**config.mk**
```make
export PLATFORM = sky130hd
export DESIGN_NAME = rd_stream_if
export DESIGN_NICKNAME = d
export VERILOG_FILES = /design/src/rtl/rd_stream_if.sv
export SDC_FILE = /design/constraint.sdc
export NUM_CORES = 1
export LEC_CHECK = 0
export BUFFER_PORTS_ARGS = -buffer_cell sky130_fd_sc_hd__clkbuf_2
export CORE_UTILIZATION = 49
export DETAILED_ROUTE_END_ITERATION = 7
export PLACE_DENSITY = 0.82
export SKIP_LAST_GASP = 1
export SLEW_MARGIN = 20
export SYNTH_ARGS = -nofsm -noshare
export SYNTH_HDL_FRONTEND = slang
export SYNTH_SLANG_ARGS = --single-unit
```
**constraint.sdc**
```tcl
create_clock -name rdclk -period 1.55 [get_ports rdclk]
set_clock_uncertainty 0.2 [all_clocks]
set_input_delay 0.2325 -clock rdclk [delete_from_list [all_inputs] [get_ports rdclk]]
set_output_delay 0.2325 -clock rdclk [all_outputs]
set_load 0.1 [all_outputs]
```
**src/rtl/rd_stream_if.sv**
```systemverilog
//------------------------------------------------------------------------------
// Module  : rd_stream_if
// Brief   : Async-FIFO read-side adapter turning empty/rd_en/rdata into a
//           valid/ready stream via a 3-entry prefetch skid buffer.
//           Optional RD_STREAM_WCNT_EN adds a 16-bit accepted-word counter.
// Revision: 1.0 - initial release
//------------------------------------------------------------------------------
`default_nettype none

module rd_stream_if #(
    parameter int DATA_WIDTH = 8
) (
    input  logic                  rdclk,
    input  logic                  rd_rst,
    input  logic                  empty,
    input  logic [DATA_WIDTH-1:0] rdata,
    output logic                  rd_en,
    input  logic                  flush,
    output logic                  m_valid,
    input  logic                  m_ready,
    output logic [DATA_WIDTH-1:0] m_data,
    output logic [1:0]            buf_cnt
`ifdef RD_STREAM_WCNT_EN
    ,
    output logic [15:0]           wcnt
`endif
);

    logic [1:0]            r_cnt;
    logic [1:0]            r_head;
    logic [1:0]            r_tail;
    logic                  r_inflight;
    logic [DATA_WIDTH-1:0] r_buf [0:2];

    logic [2:0]            w_occ;
    logic                  w_fetch;
    logic                  w_pop;

    function automatic logic [1:0] f_inc3(input logic [1:0] p);
        return (p == 2'd2) ? 2'd0 : p + 2'd1;
    endfunction

    // Counting the in-flight word reserves its slot before it lands.
    assign w_occ   = {1'b0, r_cnt} + {2'b00, r_inflight};
    assign rd_en   = ~rd_rst & ~flush & (w_occ < 3'd3);
    assign w_fetch = rd_en & ~empty;
    assign m_valid = (r_cnt != 2'd0);
    assign w_pop   = m_valid & m_ready;
    assign buf_cnt = r_cnt;

    always_comb begin
        m_data = r_buf[0];
        case (r_head)
            2'd1:    m_data = r_buf[1];
            2'd2:    m_data = r_buf[2];
            default: m_data = r_buf[0];
        endcase
    end

    always_ff @(posedge rdclk) begin
        if (rd_rst) begin
            r_cnt      <= 2'd0;
            r_head     <= 2'd0;
            r_tail     <= 2'd0;
            r_inflight <= 1'b0;
            for (int i = 0; i < 3; i++) begin
                r_buf[i] <= '0;
            end
        end else if (flush) begin
            r_cnt      <= 2'd0;
            r_head     <= 2'd0;
            r_tail     <= 2'd0;
            r_inflight <= 1'b0;
        end else begin
            r_inflight <= w_fetch;
            if (r_inflight) begin
                case (r_tail)
                    2'd1:    r_buf[1] <= rdata;
                    2'd2:    r_buf[2] <= rdata;
                    default: r_buf[0] <= rdata;
                endcase
                r_tail <= f_inc3(r_tail);
            end
            if (w_pop) begin
                r_head <= f_inc3(r_head);
            end
            r_cnt <= r_cnt + {1'b0, r_inflight} - {1'b0, w_pop};
        end
    end

`ifdef RD_STREAM_WCNT_EN
    logic [15:0] r_wcnt;

    always_ff @(posedge rdclk) begin
        if (rd_rst || flush) begin
            r_wcnt <= 16'd0;
        end else if (w_pop) begin
            r_wcnt <= r_wcnt + 16'd1;
        end
    end

    assign wcnt = r_wcnt;
`endif

endmodule

`default_nettype wire

```
# == Word level (Yosys, flattened, before mapping) ==
# Memories as Yosys holds them, arrays and structs flattened.
# Cells that the tools add are included.
# W data, S select, Z words.
# word_totals
wordCells,51
mem_count,1
inputBits,13
latchBits,0
reg_bits,7
mem_bits_rw,24
rom_bits,0
# memory_table
memory,depth,word_bits,rd,rd_clocked_by_memory_dff,wr,line,text
r_buf,3,8,3,0,3,33,logic [DATA_WIDTH-1:0] r_buf [0:2];
# op_classes
mul,0
addsub,5
div_mod_pow,0
reduce_logical,3
shift,0
magnitude_cmp,1
mux,23
n_eq_ne,4
bitwise_logic,10
# ops
op,count
$mux W8,3
$mux W1,17
$pmux W8 S2,1
$add A2 B1 Y2 const B,2
$and A1 B1 Y1,4
$eq A2 B1 Y1 const B,2
$eq A2 B2 Y1 const B,2
$mux W2,2
$reduce_or A2 Y1,2
$add A2 B1 Y3,1
$lt A3 B2 Y1 const B,1
$not A1 Y1,3
$or A1 B1 Y1,3
$add A2 B1 Y2,1
$reduce_bool A2 Y1,1
$sub A2 B1 Y2,1

# == Depth between registers and ports, before layout ==
# depth
ltp_word,8
depth_mapped,6
depth_no_buf,6

# == Least setup slack after synthesis ==
# OpenSTA, ideal clock, no wires.
# synth_timing
kind,reg-to-output
from,register r_cnt[0] (netlist: buf_cnt[0])
to,output port rd_en
t_arrival_ns,3.786
stages_incl_launch_ff,4
required_ns,1.117
path_buffers,0
slack_ns,-2.668
path_cell_list,dfxtp_1 > ha_1 > ha_1 > a211oi_1
# synth_between
elab_chain_len,3
# synth_lines
element,line,text
from (decl),29,logic [1:0] r_cnt;
from (signal assigned),87,"r_cnt <= r_cnt + {1'b0, r_inflight} - {1'b0, w_pop};"
$add A2 B1 Y3,44,"assign w_occ = {1'b0, r_cnt} + {2'b00, r_inflight};"
$lt A3 B2 Y1,45,assign rd_en = ~rd_rst & ~flush & (w_occ < 3'd3);
$and A1 B1 Y1,45,
to (decl),17,"output logic rd_en,"
# Every way passes these cells.

# == Final worst setup path ==
# layout_timing
from,register r_head[1]
to,output port m_data[0]
# layout_between
elab_chain_len,2
elab_cells_between_ends,3
# layout_lines
element,line,text
from (decl),30,logic [1:0] r_head;
from (signal assigned),85,r_head <= f_inc3(r_head);
$eq A2 B2 Y1 / $eq A2 B1 Y1 (equally long branches),53,case (r_head)
$pmux W8 S2 *,53,
to (decl),21,"output logic [DATA_WIDTH-1:0] m_data,"
# Mark *: on every way between the ends. The rest lies on a longest branch, timed or not.

==> impl_metrics.xml <==
<?xml version="1.0" encoding="UTF-8"?>
<metrics>
  <group name="pwr">
    <metric name="cellInternalPower" unit="mW">1.46</metric>
    <metric name="power.clock.fraction" unit="">0.331</metric>
    <metric name="pwr_density_cell" unit="nW/µm²">763</metric>
    <metric name="leakagePower" unit="nW">0.985</metric>
    <metric name="report.power.total" unit="mW">2.00</metric>
    <metric name="vdd_ir_drop_max" unit="µV">1010</metric>
    <metric name="switchingPower" unit="µW">539</metric>
    <metric name="switching_share" unit="">0.269</metric>
    <metric name="power_frac_comb" unit="">0.202</metric>
    <metric name="power_frac_seq" unit="">0.467</metric>
  </group>
  <group name="run_status">
    <metric name="violations" unit="">design-rule violations, negative setup slack</metric>
    <metric name="status" unit="">finished with violations</metric>
  </group>
  <group name="clocking">
    <metric name="cts_buffer_depth" unit="">2</metric>
    <metric name="cts.clk_slew.worst_paths" unit="ns">0.11</metric>
    <metric name="cts_root_buf" unit="">sky130_fd_sc_hd__clkbuf_4</metric>
    <metric name="cts.htree.levels" unit="">2</metric>
    <metric name="cts_inserted_buffers" unit="">5</metric>
    <metric name="tritoncts_clock_tree" unit="">built</metric>
    <metric name="insertion_delay" unit="ns">0.31</metric>
    <metric name="numClockSinks" unit="">31</metric>
  </group>
  <group name="setup_path">
    <metric name="critical_path.cell_chain" unit="">inv_4 -&gt; ha_4 -&gt; buf_4 -&gt; buf_4 -&gt; a21oi_4 -&gt; buf_12</metric>
    <metric name="critical_path.slowest_cell" unit="">sky130_fd_sc_hd__dfxtp_4</metric>
    <metric name="cp_data_arrival_time" unit="ns">1.61</metric>
    <metric name="path_max_fanout" unit="">3</metric>
    <metric name="path_class" unit="">register to output pin</metric>
    <metric name="crit_path_frequent_cell" unit="">sky130_fd_sc_hd__buf_4</metric>
    <metric name="start_kind" unit="">register</metric>
    <metric name="critPathCaptureType" unit="">output pin</metric>
    <metric name="timing.critical_path.slowest_cell_delay" unit="ns">0.38</metric>
    <metric name="cp.buffers_inverters" unit="">4</metric>
    <metric name="data_required_time_at_the_worst_endpoint" unit="ns">1.12</metric>
    <metric name="critical_path.top_delay_family" unit="">buffers and inverters</metric>
  </group>
  <group name="finish">
    <metric name="mostFrequentLayoutCell" unit="">sky130_fd_sc_hd__edfxtp_1</metric>
    <metric name="most-common-layout-cells" unit="">sky130_fd_sc_hd__edfxtp_1, sky130_fd_sc_hd__buf_4, sky130_fd_sc_hd__buf_12</metric>
    <metric name="finish.net_count" unit="">198</metric>
    <metric name="post_route_cells_drive_above_1_share" unit="">0.690</metric>
    <metric name="final.fill_count" unit="">91</metric>
    <metric name="final_cell_area" unit="µm²">2630</metric>
    <metric name="synthToLayoutAreaGrowth" unit="%">72.1</metric>
    <metric name="number_of_diodes_added_for_antenna_fixing" unit="">0</metric>
  </group>
  <group name="yosys">
    <metric name="synth-compound-area-share" unit="">0.100</metric>
    <metric name="synth_simple_gate_area_frac" unit="">0.147</metric>
    <metric name="synth.area.mux_share" unit="">0.0279</metric>
    <metric name="post_synth_num_cell_types" unit="">23</metric>
    <metric name="synth_xor_area_frac" unit="">0.0148</metric>
    <metric name="postSynthAreaPerCell" unit="µm²">13.4</metric>
    <metric name="synth_top_family_by_area" unit="">simple AND/OR/NAND/NOR gates</metric>
    <metric name="syn-num-nets" unit="">139</metric>
    <metric name="synth_seq_cells" unit="">31</metric>
    <metric name="synth-warning-count" unit="">0</metric>
    <metric name="post_synth_fa_ha_maj_area_fraction" unit="">0.0984</metric>
    <metric name="mapped_cells" unit="">114</metric>
    <metric name="synth_seq_area_share" unit="">0.564</metric>
    <metric name="synth_area" unit="µm²">1530</metric>
  </group>
  <group name="min_path">
    <metric name="hp-class" unit="">input pin to register</metric>
  </group>
  <group name="sta">
    <metric name="drv_slew" unit="">0</metric>
    <metric name="final-setup-viol-count" unit="">37</metric>
    <metric name="timing.final.ws_setup" unit="ns">-0.494</metric>
    <metric name="grt_setup_unrepaired" unit="">yes</metric>
    <metric name="timing.final.crit_share" unit="">1.32</metric>
    <metric name="period_needed" unit="ns">2.04</metric>
    <metric name="timing_hold_violations_final" unit="">0</metric>
    <metric name="worst_pin_slew" unit="ns">0.395</metric>
    <metric name="timing.slew.headroom" unit="">0.736</metric>
    <metric name="fmaxAchievable" unit="MHz">489</metric>
  </group>
  <group name="floorplanning">
    <metric name="rows" unit="">19</metric>
    <metric name="die_width" unit="µm">57.8</metric>
    <metric name="die_h" unit="µm">57.8</metric>
    <metric name="die_area" unit="µm²">3340</metric>
    <metric name="design.portCount" unit="">25</metric>
    <metric name="start_util" unit="">0.535</metric>
    <metric name="core_area" unit="µm²">2850</metric>
  </group>
  <group name="drt">
    <metric name="via_count" unit="">1168</metric>
    <metric name="detail_route.drc_violations" unit="">2</metric>
    <metric name="drt-vias-per-instance" unit="">5.70</metric>
    <metric name="drtAntennaViolNets" unit="">0</metric>
    <metric name="detailedRoute.firstIterationViolations" unit="">47</metric>
    <metric name="drt_first_pass_iters" unit="">6</metric>
    <metric name="avgRoutedWirePerCell" unit="µm">22.7</metric>
    <metric name="routed_wirelength" unit="µm">4650</metric>
  </group>
  <group name="placement">
    <metric name="routabilityCongestion" unit="">0.713</metric>
    <metric name="hpwlAfterDp" unit="µm">2450</metric>
    <metric name="port_buffers" unit="">24</metric>
    <metric name="placed_cell_area" unit="µm²">2240</metric>
  </group>
  <group name="global_route">
    <metric name="grt_max_degree" unit="">15</metric>
    <metric name="grt_overflow_total" unit="">0</metric>
    <metric name="grt_antenna_before_repair" unit="">0</metric>
    <metric name="track_usage" unit="">0.275</metric>
    <metric name="first_global_vias" unit="">1331</metric>
    <metric name="grt_pass1_wl" unit="µm">6550</metric>
  </group>
  <group name="run">
    <metric name="timing.max_cap.violations" unit="">0</metric>
  </group>
</metrics>
==> kinds of logic after synthesis <==
kind of cell | count (synthesis)
adder cells (fa/ha/maj) | 12
buffers and inverters | 15
AO/OA/AOI/OAI | 22
AND/OR/NAND/NOR | 29
XOR/XNOR | 1
multiplexers | 4
flip-flops | 31
==> power groups by stage <==
| stage | Combinational [mW] | Sequential (mW) | Clock (mW) |
|---|---|---|---|
| 2_1_floorplan | 0.205 | 0.961 | 0 |
| 3_3_place_gp | 0.352 | 0.952 | 0 |
| 3_5_place_dp | 0.362 | 0.955 | 0 |
| 4_1_cts | 0.378 | 0.938 | 0.663 |
| 5_1_grt | 0.416 | 0.938 | 0.702 |
| 6_report | 0.405 | 0.935 | 0.664 |
==> worst reg2reg max path, cell delays in order (launching register included) <==
cell and delay (ns):
sky130_fd_sc_hd__dfxtp_4 0.38, sky130_fd_sc_hd__o21a_1 0.23, sky130_fd_sc_hd__ha_1 0.32, sky130_fd_sc_hd__inv_2 0.08, sky130_fd_sc_hd__ha_4 0.12, sky130_fd_sc_hd__xnor3_1 0.21
sky130_fd_sc_hd__nor2_1 0.11
==> per-stage QoR <==
step / cells / hold slack, ns / setup WS, ns / util / TNS, ns
after global routing: 205 / 0.0875 / -0.540 / 0.920 / -7.57
after CTS: 200 / 0.0830 / -0.473 / 0.866 / -5.47
after detailed placement: 187 / 0.213 / -0.205 / 0.785 / -3.30
final: 205 / 0.0933 / -0.494 / 0.920 / -6.33
after global placement: 187 / 0.213 / -0.150 / 0.785 / -1.43
after floorplan: 114 / 0.108 / -0.692 / - / -5.52
==> synth_stat cells <==
cell type	number	area [µm²]
sky130_fd_sc_hd__buf_6	2	22.5
sky130_fd_sc_hd__a21oi_1	8	40.0
sky130_fd_sc_hd__mux2i_1	2	20.0
sky130_fd_sc_hd__clkbuf_1	4	15.0
sky130_fd_sc_hd__nor2b_2	1	8.76
sky130_fd_sc_hd__ha_1	12	150
sky130_fd_sc_hd__o21a_1	1	7.51
sky130_fd_sc_hd__or3b_1	1	8.76
sky130_fd_sc_hd__a211oi_1	1	7.51
sky130_fd_sc_hd__mux2_1	2	22.5
sky130_fd_sc_hd__a22oi_1	8	60.1
sky130_fd_sc_hd__a21o_1	3	22.5
sky130_fd_sc_hd__nor2_1	12	45.0
sky130_fd_sc_hd__dfxtp_1	7	140
sky130_fd_sc_hd__xnor3_1	1	22.5
sky130_fd_sc_hd__nor3b_2	8	100
sky130_fd_sc_hd__nor3b_4	1	18.8
sky130_fd_sc_hd__buf_2	1	5.00
sky130_fd_sc_hd__nor3b_1	4	30.0
sky130_fd_sc_hd__inv_1	8	30.0
sky130_fd_sc_hd__edfxtp_1	24	721
sky130_fd_sc_hd__or2_1	2	12.5
sky130_fd_sc_hd__a2111oi_2	1	15.0
==> sequential cells by signal, indices dropped and copies added (netlist names) <==
register / flops
r_inflight: 1
buf_cnt: 2
r_buf: 24
r_tail: 2
r_head: 2
==> per-layer routing <==
| metal | vias up | routed length, µm | global-route usage |
|---|---|---|---|
| met1 | 564 | 1710 | 0.286 |
| li1 | 531 | - | - |
| met4 | 0 | 119 | 0.143 |
| met5 | - | 0 | 0 |
| met2 | 61 | 2550 | 0.517 |
| met3 | 12 | 274 | 0.0580 |
==> worst paths after layout <==
| check | end | slack (ns) | cells after the start | from |
|---|---|---|---|---|
| setup / recovery | m_data[0] | -0.49 | 6 | r_head[1]$_SDFFE_PP0P_ |
| hold / removal | r_buf[0][9]$_DFFE_PP_ | 0.09 | 2 | rdata[1] |
| setup reg to reg | buf_cnt[1]$_SDFF_PP0_ | -0.15 | 6 | buf_cnt[1]$_SDFF_PP0_ |
| hold reg to reg | r_tail[1]$_SDFFE_PP0P_ | 0.37 | 2 | r_tail[1]$_SDFFE_PP0P_ |
==> area by class of cell <==
type / instances / area, µm² / area share
multi-input combinational: 68 / 927 / 0.353
sequential: 31 / 885 / 0.337
clock buffer: 6 / 51.3 / 0.0195
timing repair buffer: 59 / 651 / 0.248
clock inverter: 2 / 35.0 / 0.0133
inverter: 8 / 37.5 / 0.0143
tap: 31 / 38.8 / 0.0148
==> repair_timing <==
action	in CTS	in global routing
pin swaps	14	23
gates resized for setup	21	29
hold buffers	1	0
endpoints found under the hold margin	1	0
buffers inserted	4	6
setup endpoints to repair	61	51
No activity file was read; power rests on OpenSTA's default activity.
